`src/rtl/snn_batch_control_if.sv`:
```
// Handshake bundle between the batch sequencer and the SNN stage datapath.
// The host/datapath side uses master; the sequencer uses slave.
interface snn_batch_control_if #(
    parameter int unsigned NIMG_W = 10
);
    logic              start_main;
    logic [1:0]        train_test_classify;
    logic [NIMG_W-1:0] num_images;
    logic              abort;
    logic              err_clr;
    logic              valid_buffering;
    logic              valid_rfing;
    logic              valid_maxing;
    logic              done_core_img;
    logic              valid_deciding;

    logic              buffering;
    logic              rfing;
    logic              maxing;
    logic              coring;
    logic              deciding;
    logic              start_core_img;
    logic              valid_img;
    logic              valid_all;
    logic [NIMG_W-1:0] img_idx;
    logic              busy;
    logic              err;
    logic [2:0]        err_stage;

    modport master (
        output start_main, train_test_classify, num_images, abort, err_clr,
        output valid_buffering, valid_rfing, valid_maxing, done_core_img, valid_deciding,
        input  buffering, rfing, maxing, coring, deciding,
        input  start_core_img, valid_img, valid_all, img_idx, busy, err, err_stage
    );

    modport slave (
        input  start_main, train_test_classify, num_images, abort, err_clr,
        input  valid_buffering, valid_rfing, valid_maxing, done_core_img, valid_deciding,
        output buffering, rfing, maxing, coring, deciding,
        output start_core_img, valid_img, valid_all, img_idx, busy, err, err_stage
    );
endinterface

```
`src/rtl/snn_batch_control.sv`:
```
// Batch sequencer for SNN image processing: walks each image through
// BUFF -> RF -> (MAX) -> CORE -> DECIDE with a per-stage timeout watchdog.
module snn_batch_control #(
    parameter int unsigned NIMG_W  = 10,
    parameter int unsigned TO_W    = 16,
    parameter int unsigned TIMEOUT = 50000
) (
    input logic                clk,
    input logic                rst,
    snn_batch_control_if.slave bus
);
    typedef enum logic [2:0] {
        StIdle, StBuff, StRf, StMax, StCore, StDecide, StError
    } state_e;

    localparam logic [TO_W-1:0] TO_LAST = TO_W'(TIMEOUT - 1);

    state_e            state_q, state_d;
    logic [1:0]        mode_q, mode_d;
    logic [NIMG_W-1:0] count_q, count_d;
    logic [NIMG_W-1:0] idx_q, idx_d;
    logic [TO_W-1:0]   cnt_q, cnt_d;
    logic [2:0]        err_stage_q, err_stage_d;
    logic [2:0]        stage_code;
    logic              strobe;
    logic              timeout;
    logic              start_core_q, start_core_d;
    logic              valid_img_q, valid_img_d;
    logic              valid_all_q, valid_all_d;
    logic [4:0]        en_q, en_d;  // {buffering, rfing, maxing, coring, deciding}
    logic              busy_q, err_q;

    assign timeout = (TIMEOUT != 0) && (cnt_q == TO_LAST);

    always_comb begin
        state_d      = state_q;
        mode_d       = mode_q;
        count_d      = count_q;
        idx_d        = idx_q;
        cnt_d        = '0;
        stage_code   = 3'd0;
        strobe       = 1'b0;
        start_core_d = 1'b0;
        valid_img_d  = 1'b0;
        valid_all_d  = 1'b0;

        unique case (state_q)
            StIdle: begin
                if (bus.start_main && (bus.train_test_classify != 2'b00) &&
                    (bus.num_images != '0)) begin
                    mode_d  = bus.train_test_classify;
                    count_d = bus.num_images;
                    idx_d   = '0;
                    state_d = StBuff;
                end
            end
            StBuff: begin
                stage_code = 3'd1;
                if (bus.valid_buffering) begin
                    strobe  = 1'b1;
                    state_d = StRf;
                end
            end
            StRf: begin
                stage_code = 3'd2;
                if (bus.valid_rfing) begin
                    strobe = 1'b1;
                    if (mode_q == 2'b01) begin
                        state_d = StMax;
                    end else begin
                        state_d      = StCore;
                        start_core_d = 1'b1;
                    end
                end
            end
            StMax: begin
                stage_code = 3'd3;
                if (bus.valid_maxing) begin
                    strobe       = 1'b1;
                    state_d      = StCore;
                    start_core_d = 1'b1;
                end
            end
            StCore: begin
                stage_code = 3'd4;
                if (bus.done_core_img) begin
                    strobe  = 1'b1;
                    state_d = StDecide;
                end
            end
            StDecide: begin
                stage_code = 3'd5;
                if (bus.valid_deciding) begin
                    strobe      = 1'b1;
                    valid_img_d = 1'b1;
                    if (idx_q == count_q - NIMG_W'(1)) begin
                        valid_all_d = 1'b1;
                        state_d     = StIdle;
                    end else begin
                        idx_d   = idx_q + NIMG_W'(1);
                        state_d = StBuff;
                    end
                end
            end
            StError: begin
                if (bus.err_clr) state_d = StIdle;
            end
            default: state_d = StIdle;
        endcase

        // A completion strobe on the expiry cycle beats the watchdog.
        if ((stage_code != 3'd0) && !strobe) begin
            if (timeout) state_d = StError;
            else         cnt_d   = cnt_q + TO_W'(1);
        end

        if (bus.abort && (state_q != StIdle)) begin
            state_d      = StIdle;
            start_core_d = 1'b0;
            valid_img_d  = 1'b0;
            valid_all_d  = 1'b0;
            cnt_d        = '0;
        end

        if (state_d != StError)      err_stage_d = 3'd0;
        else if (state_q != StError) err_stage_d = stage_code;
        else                         err_stage_d = err_stage_q;

        en_d = 5'b00000;
        unique case (state_d)
            StBuff:   en_d = 5'b10000;
            StRf:     en_d = 5'b01000;
            StMax:    en_d = 5'b00100;
            StCore:   en_d = 5'b00010;
            StDecide: en_d = 5'b00001;
            default:  en_d = 5'b00000;
        endcase
    end

    always_ff @(posedge clk or posedge rst) begin
        if (rst) begin
            state_q      <= StIdle;
            mode_q       <= 2'b00;
            count_q      <= '0;
            idx_q        <= '0;
            cnt_q        <= '0;
            err_stage_q  <= 3'd0;
            start_core_q <= 1'b0;
            valid_img_q  <= 1'b0;
            valid_all_q  <= 1'b0;
            en_q         <= 5'b00000;
            busy_q       <= 1'b0;
            err_q        <= 1'b0;
        end else begin
            state_q      <= state_d;
            mode_q       <= mode_d;
            count_q      <= count_d;
            idx_q        <= idx_d;
            cnt_q        <= cnt_d;
            err_stage_q  <= err_stage_d;
            start_core_q <= start_core_d;
            valid_img_q  <= valid_img_d;
            valid_all_q  <= valid_all_d;
            en_q         <= en_d;
            busy_q       <= (state_d != StIdle);
            err_q        <= (state_d == StError);
        end
    end

    assign bus.buffering      = en_q[4];
    assign bus.rfing          = en_q[3];
    assign bus.maxing         = en_q[2];
    assign bus.coring         = en_q[1];
    assign bus.deciding       = en_q[0];
    assign bus.start_core_img = start_core_q;
    assign bus.valid_img      = valid_img_q;
    assign bus.valid_all      = valid_all_q;
    assign bus.img_idx        = idx_q;
    assign bus.busy           = busy_q;
    assign bus.err            = err_q;
    assign bus.err_stage      = err_stage_q;
endmodule
```
`src/flat_wrapper.sv`:
```
// flat-port wrapper written by rule: the top's interface ports become plain ports
module snn_batch_control_flat 
#(
    parameter int unsigned NIMG_W  = 10,
    parameter int unsigned TO_W    = 16,
    parameter int unsigned TIMEOUT = 50000
)
  (clk, rst, bus_start_main, bus_train_test_classify, bus_num_images, bus_abort, bus_err_clr, bus_valid_buffering, bus_valid_rfing, bus_valid_maxing, bus_done_core_img, bus_valid_deciding, bus_buffering, bus_rfing, bus_maxing, bus_coring, bus_deciding, bus_start_core_img, bus_valid_img, bus_valid_all, bus_img_idx, bus_busy, bus_err, bus_err_stage);
  snn_batch_control_if #(.NIMG_W(NIMG_W)) bus_i ();
  input logic clk;
  input logic rst;
  input wire logic [$bits(bus_i.start_main)-1:0] bus_start_main;
  input wire logic [$bits(bus_i.train_test_classify)-1:0] bus_train_test_classify;
  input wire logic [$bits(bus_i.num_images)-1:0] bus_num_images;
  input wire logic [$bits(bus_i.abort)-1:0] bus_abort;
  input wire logic [$bits(bus_i.err_clr)-1:0] bus_err_clr;
  input wire logic [$bits(bus_i.valid_buffering)-1:0] bus_valid_buffering;
  input wire logic [$bits(bus_i.valid_rfing)-1:0] bus_valid_rfing;
  input wire logic [$bits(bus_i.valid_maxing)-1:0] bus_valid_maxing;
  input wire logic [$bits(bus_i.done_core_img)-1:0] bus_done_core_img;
  input wire logic [$bits(bus_i.valid_deciding)-1:0] bus_valid_deciding;
  output wire logic [$bits(bus_i.buffering)-1:0] bus_buffering;
  output wire logic [$bits(bus_i.rfing)-1:0] bus_rfing;
  output wire logic [$bits(bus_i.maxing)-1:0] bus_maxing;
  output wire logic [$bits(bus_i.coring)-1:0] bus_coring;
  output wire logic [$bits(bus_i.deciding)-1:0] bus_deciding;
  output wire logic [$bits(bus_i.start_core_img)-1:0] bus_start_core_img;
  output wire logic [$bits(bus_i.valid_img)-1:0] bus_valid_img;
  output wire logic [$bits(bus_i.valid_all)-1:0] bus_valid_all;
  output wire logic [$bits(bus_i.img_idx)-1:0] bus_img_idx;
  output wire logic [$bits(bus_i.busy)-1:0] bus_busy;
  output wire logic [$bits(bus_i.err)-1:0] bus_err;
  output wire logic [$bits(bus_i.err_stage)-1:0] bus_err_stage;
  assign bus_i.start_main = bus_start_main;
  assign bus_i.train_test_classify = bus_train_test_classify;
  assign bus_i.num_images = bus_num_images;
  assign bus_i.abort = bus_abort;
  assign bus_i.err_clr = bus_err_clr;
  assign bus_i.valid_buffering = bus_valid_buffering;
  assign bus_i.valid_rfing = bus_valid_rfing;
  assign bus_i.valid_maxing = bus_valid_maxing;
  assign bus_i.done_core_img = bus_done_core_img;
  assign bus_i.valid_deciding = bus_valid_deciding;
  assign bus_buffering = bus_i.buffering;
  assign bus_rfing = bus_i.rfing;
  assign bus_maxing = bus_i.maxing;
  assign bus_coring = bus_i.coring;
  assign bus_deciding = bus_i.deciding;
  assign bus_start_core_img = bus_i.start_core_img;
  assign bus_valid_img = bus_i.valid_img;
  assign bus_valid_all = bus_i.valid_all;
  assign bus_img_idx = bus_i.img_idx;
  assign bus_busy = bus_i.busy;
  assign bus_err = bus_i.err;
  assign bus_err_stage = bus_i.err_stage;
  snn_batch_control #(.NIMG_W(NIMG_W), .TO_W(TO_W), .TIMEOUT(TIMEOUT)) u_core (.clk(clk), .rst(rst), .bus(bus_i));
endmodule
```
`config.mk`:
```
export PLATFORM = sky130hd
export DESIGN_NAME = snn_batch_control_flat
export DESIGN_NICKNAME = d
export VERILOG_FILES = /design/src/rtl/snn_batch_control_if.sv /design/src/rtl/snn_batch_control.sv /design/src/flat_wrapper.sv
export SDC_FILE = /design/constraint.sdc
export NUM_CORES = 1
export LEC_CHECK = 0
export CAP_MARGIN = 20
export CORE_MARGIN = 5
export CORE_UTILIZATION = 58
export DETAILED_ROUTE_END_ITERATION = 6
export PLACE_DENSITY_LB_ADDON = 0.1
export SETUP_SLACK_MARGIN = 0.3
export SYNTH_ARGS = -nofsm -noshare
export SYNTH_HDL_FRONTEND = slang
export SYNTH_SLANG_ARGS = --single-unit
```
`constraint.sdc`:
```
create_clock -name clk -period 4.1 [get_ports clk]
set_input_delay 0.82 -clock clk [delete_from_list [all_inputs] [get_ports clk]]
set_output_delay 0.82 -clock clk [all_outputs]
set_load 0.02 [all_outputs]
```
# == Yosys cells after proc, flatten, opt, wreduce, memory -nomap -nowiden ==
# Index checks and enable logic that the tools add are counted.
# totals
ram_bits,0
regBits,54
latch_bits,0
mem_count,0
input_bits,22
out_inout_bits,23
mem_bits_ro,0
wordCells,90
# classes
n_div,0
mul,0
magnitude_cmp,0
n_bitwise,0
n_mux,40
n_reduce_logical,15
n_eq_ne,20
add_sub_neg,3
shifts,0
# op_table
cell,n
2-to-1 mux 16 bit,3
2-to-1 mux 3 bit,13
2-to-1 mux 10 bit,3
case mux 5 bit (5 select lines),1
case mux 3 bit (7 select lines),1
case mux 10 bit (2 select lines),1
equality test 3 bit (second input constant),6
adder 16 x 1 -> 16 bit (second input constant),1
equality test 16 bit (second input constant),1
2-to-1 mux 1 bit,15
case mux 3 bit (5 select lines),1
equality test 3 x 2 -> 1 bit (second input constant),4
adder 10 x 1 -> 10 bit (second input constant),1
equality test 10 bit,1
nonzero test 10 bit,1
subtractor 10 x 1 -> 10 bit (second input constant),1
nonzero test 3 bit,3
equality test 3 x 1 -> 1 bit (second input constant),2
inequality test 3 bit (second input constant),2
nonzero test 2 bit,3
case mux 1 bit (5 select lines),1
logical AND 1 bit,4
inequality test 2 bit (second input constant),2
AND reduction 4 bit,1
other kinds (6),6

# == Logic depth before layout (Yosys ltp) ==
# Gate-level depths: netlist of the first run.
# logic_depth
depth_word,10
ltp_mapped,11
ltp_nobuf,9

# == Least setup slack after synthesis of the first run ==
# Ideal clock, no wire load.
# synth_timing
path_type,reg2reg
from,reg u_core.count_q[0]
to,reg u_core.busy_q (netlist: u_core.bus.busy)
synth_period_minus_slack_ns,2.548
path_stages_with_launch,11
n_path_buf,1
arrival_ns,2.416
path_slack_ns,1.552
t_required_ns,3.969
setup_time_ns,0.131
cell_sequence,dfrtp_1 -> inv_1 -> ha_1 -> buf_2 -> o21ba_1 -> a221oi_1 -> a41oi_1 -> or4_4 -> o21ai_2 -> a21oi_2 -> or3_1
# synth_between
elab_chain_len,9
# synth_lines
item,line,source
"start, declared",snn_batch_control.sv:20,"logic [NIMG_W-1:0] count_q, count_d;"
"start signal, assigned",snn_batch_control.sv:157,count_q <= count_d;
subtractor 10 x 1 -> 10 bit *,snn_batch_control.sv:96,if (idx_q == count_q - NIMG_W'(1)) begin
equality test 10 bit *,snn_batch_control.sv:96,
2-to-1 mux 1 bit *,snn_batch_control.sv:96,
2-to-1 mux 3 bit *,snn_batch_control.sv:93,if (bus.valid_deciding) begin
case mux 3 bit (7 select lines) *,snn_batch_control.sv:47,unique case (state_q)
2-to-1 mux 3 bit,snn_batch_control.sv:113,if (timeout) state_d = StError;
2-to-1 mux 3 bit *,snn_batch_control.sv:112,if ((stage_code != 3'd0) && !strobe) begin
2-to-1 mux 3 bit *,snn_batch_control.sv:117,if (bus.abort && (state_q != StIdle)) begin
named net u_core.state_d[0],snn_batch_control.sv:18,"state_e state_q, state_d;"
nonzero test 3 bit *,snn_batch_control.sv:165,busy_q <= (state_d != StIdle);
"end signal, assigned",snn_batch_control.sv:165,
"end, declared",snn_batch_control.sv:31,"logic busy_q, err_q;"
# The timed path passes the listed nets; every way through them passes the cells marked *.
# A chain may end at the register's enable or synchronous reset.

# == Worst setup path after layout of the first run ==
# layout_timing
from,reg u_core.count_q[0]
to,reg u_core.idx_q[9] (netlist: u_core.bus.img_idx[9])
# layout_between
elab_chain_len,4
# layout_lines
item,line,source
subtractor 10 x 1 -> 10 bit,snn_batch_control.sv:96,
equality test 10 bit,snn_batch_control.sv:96,
inequality test 2 bit (no line),n/a,
AND reduction 4 bit (no line),n/a,
"end signal, assigned",snn_batch_control.sv:158,idx_q <= idx_d;
"end, declared",snn_batch_control.sv:21,"logic [NIMG_W-1:0] idx_q, idx_d;"
# No other way between the ends.

==> results of run 1 <==
==> per-layer routing <==
metal  vias to the layer above  global-route usage [%]
met3                        11                    4.37
met4                         0                    6.59
met1                      1086                    26.6
li1                       1108                       -
met2                        53                    31.1
met5                         -                       0
==> cells in the mapped netlist (4+ instances only) <==
library cell                n  area (sq um)
sky130_fd_sc_hd__o31ai_1    5          37.5
sky130_fd_sc_hd__o211ai_1   5          37.5
sky130_fd_sc_hd__a21oi_1    8          40.0
sky130_fd_sc_hd__o21ai_0    7          35.0
sky130_fd_sc_hd__nand2b_1   4          25.0
sky130_fd_sc_hd__clkbuf_1   9          33.8
sky130_fd_sc_hd__xnor2_1   12           105
sky130_fd_sc_hd__nor2_1    29           109
sky130_fd_sc_hd__nand3_1   16          80.1
sky130_fd_sc_hd__and3_1     9          56.3
sky130_fd_sc_hd__dfrtp_1   54          1350
sky130_fd_sc_hd__nor3_1     8          40.0
sky130_fd_sc_hd__xor2_1    16           140
sky130_fd_sc_hd__inv_1     10          37.5
sky130_fd_sc_hd__nor4_1     5          31.3
sky130_fd_sc_hd__mux2_2    12           135
sky130_fd_sc_hd__nand2_1   19          71.3
==> worst max-delay path, delay by kind of cell, from the launching register on <==
| kind | cells | cell delay [ns] |
|---|---|---|
| AOI/OAI and AO/OA | 4 | 0.94 |
| adders and majority gates | 1 | 0.31 |
| buffers and inverters | 1 | 0.07 |
| DFF | 1 | 0.44 |
| muxes | 1 | 0.15 |
| and+or+nand+nor | 2 | 0.76 |
==> layout by cell type, fill, tap and decap left out, types with 4 or more instances in the layout <==
| cell | synthesis | final |
|---|---|---|
| sky130_fd_sc_hd__nand3_1 | 16 | 16 |
| sky130_fd_sc_hd__clkdlybuf4s50_1 | 0 | 44 |
| sky130_fd_sc_hd__inv_1 | 10 | 9 |
| sky130_fd_sc_hd__nor2_1 | 29 | 29 |
| sky130_fd_sc_hd__clkbuf_8 | 0 | 6 |
| sky130_fd_sc_hd__o21ai_0 | 7 | 7 |
| sky130_fd_sc_hd__o211ai_1 | 5 | 5 |
| sky130_fd_sc_hd__nand2_1 | 19 | 19 |
| sky130_fd_sc_hd__xor2_1 | 16 | 16 |
| sky130_fd_sc_hd__and3_1 | 9 | 9 |
| sky130_fd_sc_hd__nor4_1 | 5 | 5 |
| sky130_fd_sc_hd__a21oi_1 | 8 | 8 |
| sky130_fd_sc_hd__xnor2_1 | 12 | 12 |
| sky130_fd_sc_hd__dfrtp_1 | 54 | 54 |
| sky130_fd_sc_hd__nor3_1 | 8 | 8 |
| sky130_fd_sc_hd__nand2b_1 | 4 | 4 |
| sky130_fd_sc_hd__mux2_2 | 12 | 12 |
| sky130_fd_sc_hd__o31ai_1 | 5 | 5 |
==> power breakdown <==
group	internal [mW]	switching, mW	leakage (nW)	total (mW)
logic	0.336	0.391	0.678	0.727
registers	0.641	0.138	0.721	0.779
clock network	0.137	0.166	0.0482	0.302
==> state kept, by name (all words and copies together), names as in the netlist <==
register and flops:
u_core.bus.valid_img 1, u_core.bus.valid_all 1, u_core.state_q 3, u_core.bus.err 1
u_core.bus.img_idx 10, u_core.bus.start_core_img 1, u_core.bus.busy 1, u_core.mode_q 2
u_core.count_q 10, u_core.cnt_q 16, u_core.en_q 5, u_core.bus.err_stage 3
==> worst max path at each step <==
stage | from | end | slack (ns) | cells after the start
after floorplan | u_core.count_q[0] | u_core.bus.busy | 1.55 | 10
after global placement | bus_num_images[0] | u_core.bus.img_idx[6] | 1.13 | 7
after detailed placement | bus_num_images[0] | u_core.bus.img_idx[6] | 1.14 | 7
after CTS | u_core.count_q[0] | u_core.bus.img_idx[9] | 1.31 | 9
after global routing | u_core.count_q[0] | u_core.bus.img_idx[9] | 1.13 | 9
final | u_core.count_q[0] | u_core.bus.img_idx[9] | 1.31 | 9
==> kinds of logic after synthesis <==
logic type                 count (synthesis)  share of synthesized area [%]
buffers and inverters                     22                           3.11
xor gates and xnor gates                  28                           8.57
and+or+nand+nor                          117                           21.8
muxes                                     15                           5.77
DFF                                       54                           47.2
AOI/OAI and AO/OA                         48                           12.2
adders and majority gates                  3                           1.31
==> cell type report <==
class                   instances  area (sq um)  area share (%)
clock buffers                   7          86.3            2.51
flip-flops and latches         54          1350            39.2
clock inverters                 1          5.00           0.145
multi-input cells             211          1430            41.4
inverters                      10          37.5            1.09
repair buffers                 46           455            13.2
well taps                      67          83.8            2.43
==> flow_metrics.env, run 1 <==
export IMPL_status="finished clean"
export IMPL_viasPerCell=5.70
export IMPL_floorplan_die_height_um=80.2
export IMPL_cts_tree="done"
export IMPL_worst_hold_slack_ns=0.470
export IMPL_worst_hold_path_endpoint="u_core.cnt_q[0]"
export IMPL_slew_viol_final=0
export IMPL_cp_data_arrival_time_ns=2.97
export IMPL_starting_density_of_the_core_pct=60.2
export IMPL_layout_cells_non_filler=396
export IMPL_num_fill_cells=369
export IMPL_syn2layout_area_growth_pct=20.5
export IMPL_cts_sinks=54
export IMPL_cts_setup_buffers=0
export IMPL_summed_instance_area_of_the_synthesized_netlist_sq_mm=0.00286
export IMPL_hold_path_class="reg -> reg"
export IMPL_crit_reg2reg_capture="u_core.bus.img_idx[9]"
export IMPL_syn_avg_cell_area_sq_um=9.97
export IMPL_final_layout_size_suffix_gt1_share_pct=9.12
export IMPL_timing_rr_start="u_core.count_q[0]"
export IMPL_worstHoldStart="u_core.cnt_q[0]"
export IMPL_first_global_vias=2123
export IMPL_crit_path_max_fanout=17
export IMPL_worst_pin_slew_ns=0.660
export IMPL_wl_per_cell_um=15.0
export IMPL_postSynthCellCount=287
export IMPL_portBuffers=44
export IMPL_syn_nets=312
export IMPL_drv_cap=0
export IMPL_finalWirelength_um=5930
export IMPL_routed_wl_met2_um=2760
export IMPL_route_vias_total=2258
export IMPL_period_minus_slack_ns=2.79
export IMPL_drt_antenna_violating_nets=0
export IMPL_final_routed_drc_violation_total=0
export IMPL_max_vdd_ir_drop_mv=0.339
export IMPL_min_period_over_period_pct=68.1
export IMPL_cts_resized=0
export IMPL_numCtsBuffers=5
export IMPL_grt_total_usage_pct=19.6
export IMPL_ioPinCount=45
export IMPL_path_clk_slew_ns=0.09
export IMPL_cpPeakStageDelay_ns=0.61
export IMPL_fin_skew_ns=0.00181
export IMPL_cts_hold_fix_buffers=0
export IMPL_detailed_place_hpwl_um=4280
export IMPL_ys_types=53
export IMPL_slew_limit_headroom_pct=56.0
export IMPL_synth_edf_count=0
export IMPL_synth_seq_area_share_pct=47.2
export IMPL_synth_seq_cells=54
export IMPL_fp_dieArea_sq_mm=0.00644
export IMPL_htree_num_levels=2
export IMPL_dp_cells=388
export IMPL_grt_first_pass_wirelength_um=9890
export IMPL_post_dp_cell_area_sq_mm=0.00335
export IMPL_totalNegativeSetupSlack_ns=0
export IMPL_criticalPathCategory="reg -> reg"
export IMPL_insertedDiodeCount=0
export IMPL_cp_data_required_time_ns=4.28
export IMPL_synth_yosys_warnings=0
export IMPL_hold_viol=0
export IMPL_wl_met1_um=2820
export IMPL_setup_reg_to_reg_worst_slack_ns=1.31
export IMPL_drt_pre_antenna_iters=4
export IMPL_place_worst_setup_slack_ns=1.14
export IMPL_cts_max_path_buffers=2
export IMPL_core_area_sq_mm=0.00475
export IMPL_timing_final_ws_setup_ns=1.31
export IMPL_worst_r2r_path_depth=9
export IMPL_drtIter0Drc=134
export IMPL_utilization_pct=72.5
export IMPL_setup_repair_after_global_routing_missed_its_margin="false"
export IMPL_globalRouteOverflowTotal=0
export IMPL_leakagePower_nw=1.45
export IMPL_final_design_area_no_fill_sq_mm=0.00345
export IMPL_timing_fmax_ghz=0.358
export IMPL_initial_antenna_violation_count=0
export IMPL_worstHoldPathCells=1
export IMPL_top_layer_used="met4"
export IMPL_final_setup_viol_count=0
export IMPL_crit_path_cell_trace="inv_1 -> ha_1 -> o21ba_1 -> a221oi_1 -> a41oi_1 -> or4_4 -> o21ai_4 -> nor4_1 -> mux2i_1"
export IMPL_grt_start_max_net_pins=55
export IMPL_timing_critical_path_to_type="register"
export IMPL_clock_insertion_delay_worst_skew_ns=0.30
export IMPL_postSynth_topFlopCell="sky130_fd_sc_hd__dfrtp_1"
export IMPL_startpoint_type="register"
export IMPL_total_power_mw=1.81
export IMPL_critical_path_slowest_cell="sky130_fd_sc_hd__or4_4"
export IMPL_postSynth_asyncResetShare_pct=100
export IMPL_design_final_nets=353
export IMPL_buffer_cell_driving_the_clock_tree_root="sky130_fd_sc_hd__clkbuf_8"
export IMPL_power_density_mw_per_mm2=525
export IMPL_routed_wl_met3_um=260
export IMPL_fp_dieW_um=80.2
export IMPL_num_rows=25
export IMPL_finalWeightedCongestion=0.845
Note: power is estimated with default switching activity, not from simulation.
==> run 2, diff against run 1 <==
Settings changed: CORE_UTILIZATION 58 to 54.
Clock period 4.1 ns to 2.65 ns, I/O delays scaled along.
==> run 2 against run 1 <==
Utilization is 0.24 points higher. Highest routed layer unchanged. Die area is 6.5% higher. Maximum frequency up 17%. Via count is 6.3% higher. Clock skew is 0.0059 ns higher. Routed wire length rose by 9.8%. Critical endpoint is now u_core.bus.busy. Power increased by 76%.
==> flow_metrics.env, run 2 (synthesis results as in run 1) <==
export IMPL_worstHoldPathCells=1
export IMPL_worstSetupEndpoint="u_core.bus.busy"
export IMPL_htree_num_levels=2
export IMPL_crit_path_cell_trace="buf_6 -> buf_6 -> buf_4 -> xor2_1 -> nand3_1 -> or4_4 -> o21ai_4 -> a21oi_4 -> or3_1"
export IMPL_cpPeakStageDelay_ns=0.60
export IMPL_drtIter0Drc=173
export IMPL_mostFrequentLayoutCells="sky130_fd_sc_hd__dfrtp_1, sky130_fd_sc_hd__clkdlybuf4s50_1, sky130_fd_sc_hd__nor2_1, sky130_fd_sc_hd__nand2_1"
export IMPL_drv_cap=0
export IMPL_cts_sinks=54
export IMPL_fp_dieArea_sq_mm=0.00685
export IMPL_num_rows=26
export IMPL_fp_dieW_um=82.8
export IMPL_num_fill_cells=395
export IMPL_registers_top_by_ff_count="u_core.cnt_q"
export IMPL_hold_path_class="reg -> reg"
export IMPL_clock_insertion_delay_worst_skew_ns=0.31
export IMPL_crit_reg2reg_capture="u_core.bus.busy"
export IMPL_setup_reg_to_reg_worst_slack_ns=0.26
export IMPL_cts_hold_fix_buffers=0
export IMPL_route_vias_total=2401
export IMPL_period_minus_slack_ns=2.39
export IMPL_crit_path_frequent_cell="sky130_fd_sc_hd__buf_6"
export IMPL_fin_skew_ns=0.00768
export IMPL_core_area_sq_mm=0.00514
export IMPL_timing_fmax_ghz=0.418
export IMPL_most_frequent_standard_cell_in_the_layout_excluding_fill_and_tap_cells="sky130_fd_sc_hd__dfrtp_1"
export IMPL_startpoint_type="register"
export IMPL_grt_first_pass_wirelength_um=10300
export IMPL_finalWeightedCongestion=0.840
export IMPL_first_global_vias=2288
export IMPL_viasPerCell=5.76
export IMPL_drt_pre_antenna_iters=5
export IMPL_buffer_cell_driving_the_clock_tree_root="sky130_fd_sc_hd__clkbuf_8"
export IMPL_timing_rr_start="u_core.count_q[0]"
export IMPL_portBuffers=44
export IMPL_finalWirelength_um=6510
export IMPL_power_density_mw_per_mm2=849
export IMPL_grt_total_usage_pct=19.6
export IMPL_final_layout_size_suffix_gt1_share_pct=19.9
export IMPL_crit_path_start="u_core.count_q[0]"
export IMPL_starting_density_of_the_core_pct=55.6
export IMPL_detailed_place_hpwl_um=4510
export IMPL_criticalPathCategory="reg -> reg"
export IMPL_insertedDiodeCount=0
export IMPL_floorplan_die_height_um=82.8
export IMPL_totalNegativeSetupSlack_ns=0
export IMPL_worst_r2r_path_depth=9
export IMPL_final_setup_viol_count=0
export IMPL_timing_critical_path_to_type="register"
export IMPL_wl_per_cell_um=15.6
export IMPL_worst_pin_slew_ns=0.493
export IMPL_max_vdd_ir_drop_mv=0.514
export IMPL_design_final_nets=371
export IMPL_leakagePower_nw=1.57
export IMPL_cts_max_path_buffers=2
export IMPL_initial_antenna_violation_count=0
export IMPL_drt_antenna_violating_nets=0
export IMPL_crit_path_max_fanout=7
export IMPL_cp_data_required_time_ns=2.84
export IMPL_slew_viol_final=0
export IMPL_critical_path_slowest_cell="sky130_fd_sc_hd__or4_4"
export IMPL_place_worst_setup_slack_ns=0.0926
export IMPL_syn2layout_area_growth_pct=30.7
export IMPL_cp_data_arrival_time_ns=2.59
export IMPL_status="finished clean"
export IMPL_setup_repair_after_global_routing_missed_its_margin="true"
export IMPL_min_period_over_period_pct=90.4
export IMPL_globalRouteOverflowTotal=0
export IMPL_timing_final_ws_setup_ns=0.256
export IMPL_numCtsBuffers=5
export IMPL_cts_tree="done"
export IMPL_number_of_flip_flops_in_the_largest_register=16
export IMPL_ioPinCount=45
export IMPL_hold_viol=0
export IMPL_path_clk_slew_ns=0.10
export IMPL_final_routed_drc_violation_total=0
export IMPL_grt_start_max_net_pins=35
export IMPL_slew_limit_headroom_pct=67.1
[run 2: report_power, final]
group,switching (mW),total (mW),internal [mW],leakage [nW]
Combinational,0.785,1.51,0.724,0.798
Clock,0.277,0.493,0.216,0.0514
Sequential,0.176,1.17,0.995,0.717
Total,1.24,3.17,1.94,1.57
[run 2: routing by layer]
layer,wire length [um],share of wire [%],GRT usage [%],vias to the layer above
met3,381,5.9,4.32,17
met5,0,0,0,-
met1,2950,45,26.9,1152
met2,3040,47,30.8,89
li1,-,-,-,1143
met4,140,2.2,6.05,0
[run 2: area by class of cell]
cell class	instances	area, sq um	area share [%]
well taps	70	87.6	2.34
inverters	10	37.5	1.00
repair buffers	64	622	16.6
multi-input cells	211	1540	41.1
clock inverters	2	17.5	0.469
clock buffers	6	82.6	2.21
flip-flops and latches	54	1360	36.3
[run 2: stage by stage]
step	total power, mW	cells	util (%)	instance area, sq um	hold WS (ns)
after floorplan	2.05	287	-	2880	0.425
after global placement	2.36	395	66.3	3410	0.449
after detailed placement	2.40	395	66.3	3410	0.462
after CTS	3.02	414	70.4	3620	0.476
final	3.17	417	72.7	3740	0.471
after global routing	3.36	417	72.7	3740	0.509
[run 2: worst max-delay path, delay by kind of cell, from the launching register on]
| family | cells | cell delay [ns] |
|---|---|---|
| buffers and inverters | 3 | 0.38 |
| AO/OA/AOI/OAI | 2 | 0.28 |
| flip-flops | 1 | 0.41 |
| AND/OR/NAND/NOR | 3 | 1.01 |
| XOR/XNOR | 1 | 0.19 |
[run 2: worst min-delay path by stage]
| stage | startpoint | endpoint | slack, ns |
|---|---|---|---|
| final | u_core.cnt_q[0] | u_core.cnt_q[0] | 0.47 |
| after floorplan | u_core.cnt_q[0] | u_core.cnt_q[0] | 0.43 |
| after global routing | u_core.cnt_q[0] | u_core.cnt_q[0] | 0.51 |
| after detailed placement | u_core.cnt_q[0] | u_core.cnt_q[0] | 0.46 |
| after global placement | u_core.cnt_q[0] | u_core.cnt_q[0] | 0.45 |
| after CTS | u_core.cnt_q[0] | u_core.cnt_q[0] | 0.48 |
[run 2: timing repair]
item / 4_1_cts / 5_1_grt
gates resized for setup: 6 / 25
gates cloned: 0 / 0
endpoints found under the setup margin: 11 / 18
buffers inserted: 11 / 3
pin swaps: 7 / 18
==> run 3, diff against run 2 <==
--- a/config.mk
+++ b/config.mk
@@ -8,6 +8,8 @@
 export CAP_MARGIN = 20
 export CORE_MARGIN = 5
-export CORE_UTILIZATION = 54
+export CORE_UTILIZATION = 61
 export DETAILED_ROUTE_END_ITERATION = 6
+export DONT_BUFFER_PORTS = 1
+export HOLD_SLACK_MARGIN = 0.03
 export PLACE_DENSITY_LB_ADDON = 0.1
 export SETUP_SLACK_MARGIN = 0.3
==> constraint.sdc (replaced) <==
create_clock -name clk -period 2.65 [get_ports clk]
set_input_delay 0.265 -clock clk [delete_from_list [all_inputs] [get_ports clk]]
set_output_delay 0.265 -clock clk [all_outputs]
set_load 0.02 [all_outputs]
==> run 3 against run 2 <==
Worst hold slack got worse by 0.37 ns. Routed wire length is 5.8% lower. Largest cell class unchanged. Register-to-register slack barely moved. Via count is 8.7% lower. Clock power grew 12%. Die area shrank 10%. Count of clock-buffer cells in the layout is 1 lower. Utilization shrank 2.7 points. Design area decreased by 13%. Largest power group is now sequential cells. Setup slack got worse by 0.014 ns. Non-clock buffer count shrank 40. Cell count decreased by 13%.
==> flow_metrics.env, run 3 (synthesis results as in run 1) <==
export IMPL_startpoint_type="register"
export IMPL_clockPowerShare_pct=18.6
export IMPL_final_layout_size_suffix_gt1_share_pct=20.5
export IMPL_max_vdd_ir_drop_mv=0.640
export IMPL_grt_first_pass_wirelength_um=10300
export IMPL_post_dp_cell_area_sq_mm=0.00297
export IMPL_insertedDiodeCount=0
export IMPL_wl_per_cell_um=17.0
export IMPL_num_fill_cells=346
export IMPL_registers_top_by_ff_count="u_core.cnt_q"
export IMPL_totalNegativeSetupSlack_ns=0
export IMPL_slew_limit_headroom_pct=62.0
export IMPL_final_routed_drc_violation_total=0
export IMPL_leakagePower_nw=1.40
export IMPL_detailed_place_hpwl_um=4320
export IMPL_cts_max_path_buffers=2
export IMPL_min_period_over_period_pct=90.9
export IMPL_fin_skew_ns=0.00793
export IMPL_internal_power_mw=1.82
export IMPL_area_taken_by_multi_input_logic_gates_sq_mm=0.00147
export IMPL_seq_power_share_pct=41.5
export IMPL_layout_area_seq_sq_mm=0.00136
export IMPL_first_global_vias=2130
export IMPL_hold_viol=0
export IMPL_cts_tree="done"
export IMPL_final_setup_viol_count=0
export IMPL_globalRouteOverflowTotal=0
export IMPL_status="finished clean"
export IMPL_power_combinational_fraction_pct=39.9
export IMPL_cp_data_arrival_time_ns=2.60
export IMPL_grt_total_usage_pct=21.0
export IMPL_cp_data_required_time_ns=2.84
export IMPL_numCtsBuffers=5
export IMPL_power_density_mw_per_mm2=917
export IMPL_portBuffers=0
export IMPL_period_minus_slack_ns=2.41
export IMPL_initial_antenna_violation_count=0
export IMPL_finalWirelength_um=6130
export IMPL_worst_hold_slack_ns=0.102
export IMPL_setup_repair_after_global_routing_missed_its_margin="true"
export IMPL_final_design_area_no_fill_sq_mm=0.00324
export IMPL_num_rows=25
export IMPL_core_area_sq_mm=0.00463
export IMPL_htree_num_levels=2
export IMPL_hold_path_class="in -> reg"
export IMPL_timing_critical_path_to_type="register"
export IMPL_timing_fmax_ghz=0.415
export IMPL_cts_sinks=54
export IMPL_cpPeakStageDelay_ns=0.48
export IMPL_most_frequent_standard_cell_in_the_layout_excluding_fill_and_tap_cells="sky130_fd_sc_hd__dfrtp_1"
export IMPL_drt_antenna_violating_nets=0
export IMPL_mostFrequentLayoutCells="sky130_fd_sc_hd__dfrtp_1, sky130_fd_sc_hd__nor2_1, sky130_fd_sc_hd__buf_4, sky130_fd_sc_hd__nand2_1, sky130_fd_sc_hd__xor2_1"
export IMPL_drv_cap=0
export IMPL_crit_path_max_fanout=8
export IMPL_clock_insertion_delay_worst_skew_ns=0.31
export IMPL_fp_dieW_um=78.5
export IMPL_drt_pre_antenna_iters=4
export IMPL_critical_path_slowest_cell="sky130_fd_sc_hd__or4_4"
export IMPL_design_final_nets=331
export IMPL_ioPinCount=45
export IMPL_criticalPathCategory="reg -> reg"
export IMPL_route_vias_total=2193
export IMPL_utilization_pct=70.0
export IMPL_path_clk_slew_ns=0.10
export IMPL_syn2layout_area_growth_pct=13.3
export IMPL_drtIter0Drc=127
export IMPL_grt_start_max_net_pins=26
export IMPL_switching_share_pct=38.6
export IMPL_number_of_flip_flops_in_the_largest_register=16
export IMPL_worst_pin_slew_ns=0.568
export IMPL_crit_path_cell_trace="inv_2 -> ha_4 -> o21ba_1 -> a221oi_2 -> a41oi_1 -> or4_4 -> o21ai_2 -> a21oi_2 -> or3_1"
export IMPL_slew_viol_final=0
export IMPL_buffer_cell_driving_the_clock_tree_root="sky130_fd_sc_hd__clkbuf_8"
export IMPL_floorplan_die_height_um=78.5
export IMPL_viasPerCell=6.07
export IMPL_fp_dieArea_sq_mm=0.00616
export IMPL_total_power_mw=2.97
export IMPL_p_switching_mw=1.15
export IMPL_starting_density_of_the_core_pct=61.8
export IMPL_finalWeightedCongestion=0.840
==> run 3: cell types whose count changed in the layout (fill, tap and decap cells not counted), sizes merged <==
cell           before  now
bufinv              0    1
buf                20   22
dlygate4sd3         0    2
clkbuf              6    5
clkdlybuf4s50      44    0
clkinv              2    0
clkinvlp            0    2
==> run 3: worst paths after layout <==
check	from	endpoint	slack (ns)	cells past startpoint
worst max-delay path	u_core.count_q[0]	u_core.bus.busy	0.24	9
worst min-delay path	bus_num_images[4]	u_core.count_q[4]	0.10	1
worst max register to register	u_core.count_q[0]	u_core.bus.busy	0.24	9
worst min register to register	u_core.cnt_q[0]	u_core.cnt_q[0]	0.47	1
max in group asynchronous	rst	u_core.bus.img_idx[7]	1.60	3
min in group asynchronous	rst	u_core.state_q[0]	0.43	2
==> run 3: power by group through the flow <==
stage	Clock (mW)	Combinational [mW]	Sequential (mW)
after global placement	0	1.00	1.23
after global routing	0.603	1.32	1.25
after detailed placement	0	1.02	1.24
final	0.553	1.19	1.23
after CTS	0.559	1.11	1.23
after floorplan	0	0.869	1.18
==> run 3: metrics by stage <==
stage               std cells  worst slack (ns)
floorplan                 287             0.342
global placement          340             0.261
detailed placement        340             0.171
CTS                       354             0.281
global route              361             0.142
finish                    361             0.242
==> run 3: final cells by class <==
type	instances	area share [%]
Multi-Input combinational cell	211	45.3
Sequential cell	54	41.8
Inverter	10	1.16
Clock inverter	3	1.39
Tap cell	54	2.08
Clock buffer	5	2.12
Timing Repair Buffer	24	6.10
==> run 3: layer usage <==
layer | up-vias | wire (um) | track usage, % | part of all wire (%)
li1 | 1061 | - | - | -
met1 | 1060 | 2860 | 29.2 | 47
met2 | 65 | 2800 | 32.1 | 46
met3 | 7 | 400 | 6.42 | 6.5
met4 | 0 | 72 | 5.42 | 1.2
met5 | - | 0 | 0 | 0
==> run 3: timing repair <==
action / 4_1_cts / 5_1_grt
pin swaps: 3 / 2
setup endpoints to repair: 10 / 16
resized for setup: 7 / 7
setup buffers: 4 / 7
hold buffers: 2 / 0
endpoints found under the hold margin: 22 / 0
==> run 3: critical path: cells and delay by family (launching register included) <==
kind                     cells  cell delay (ns)
AND/OR/NAND/NOR              2             0.81
AO/OA/AOI/OAI                5             0.80
flip-flops                   1             0.43
adder cells (fa/ha/maj)      1             0.19
buffers and inverters        1             0.07
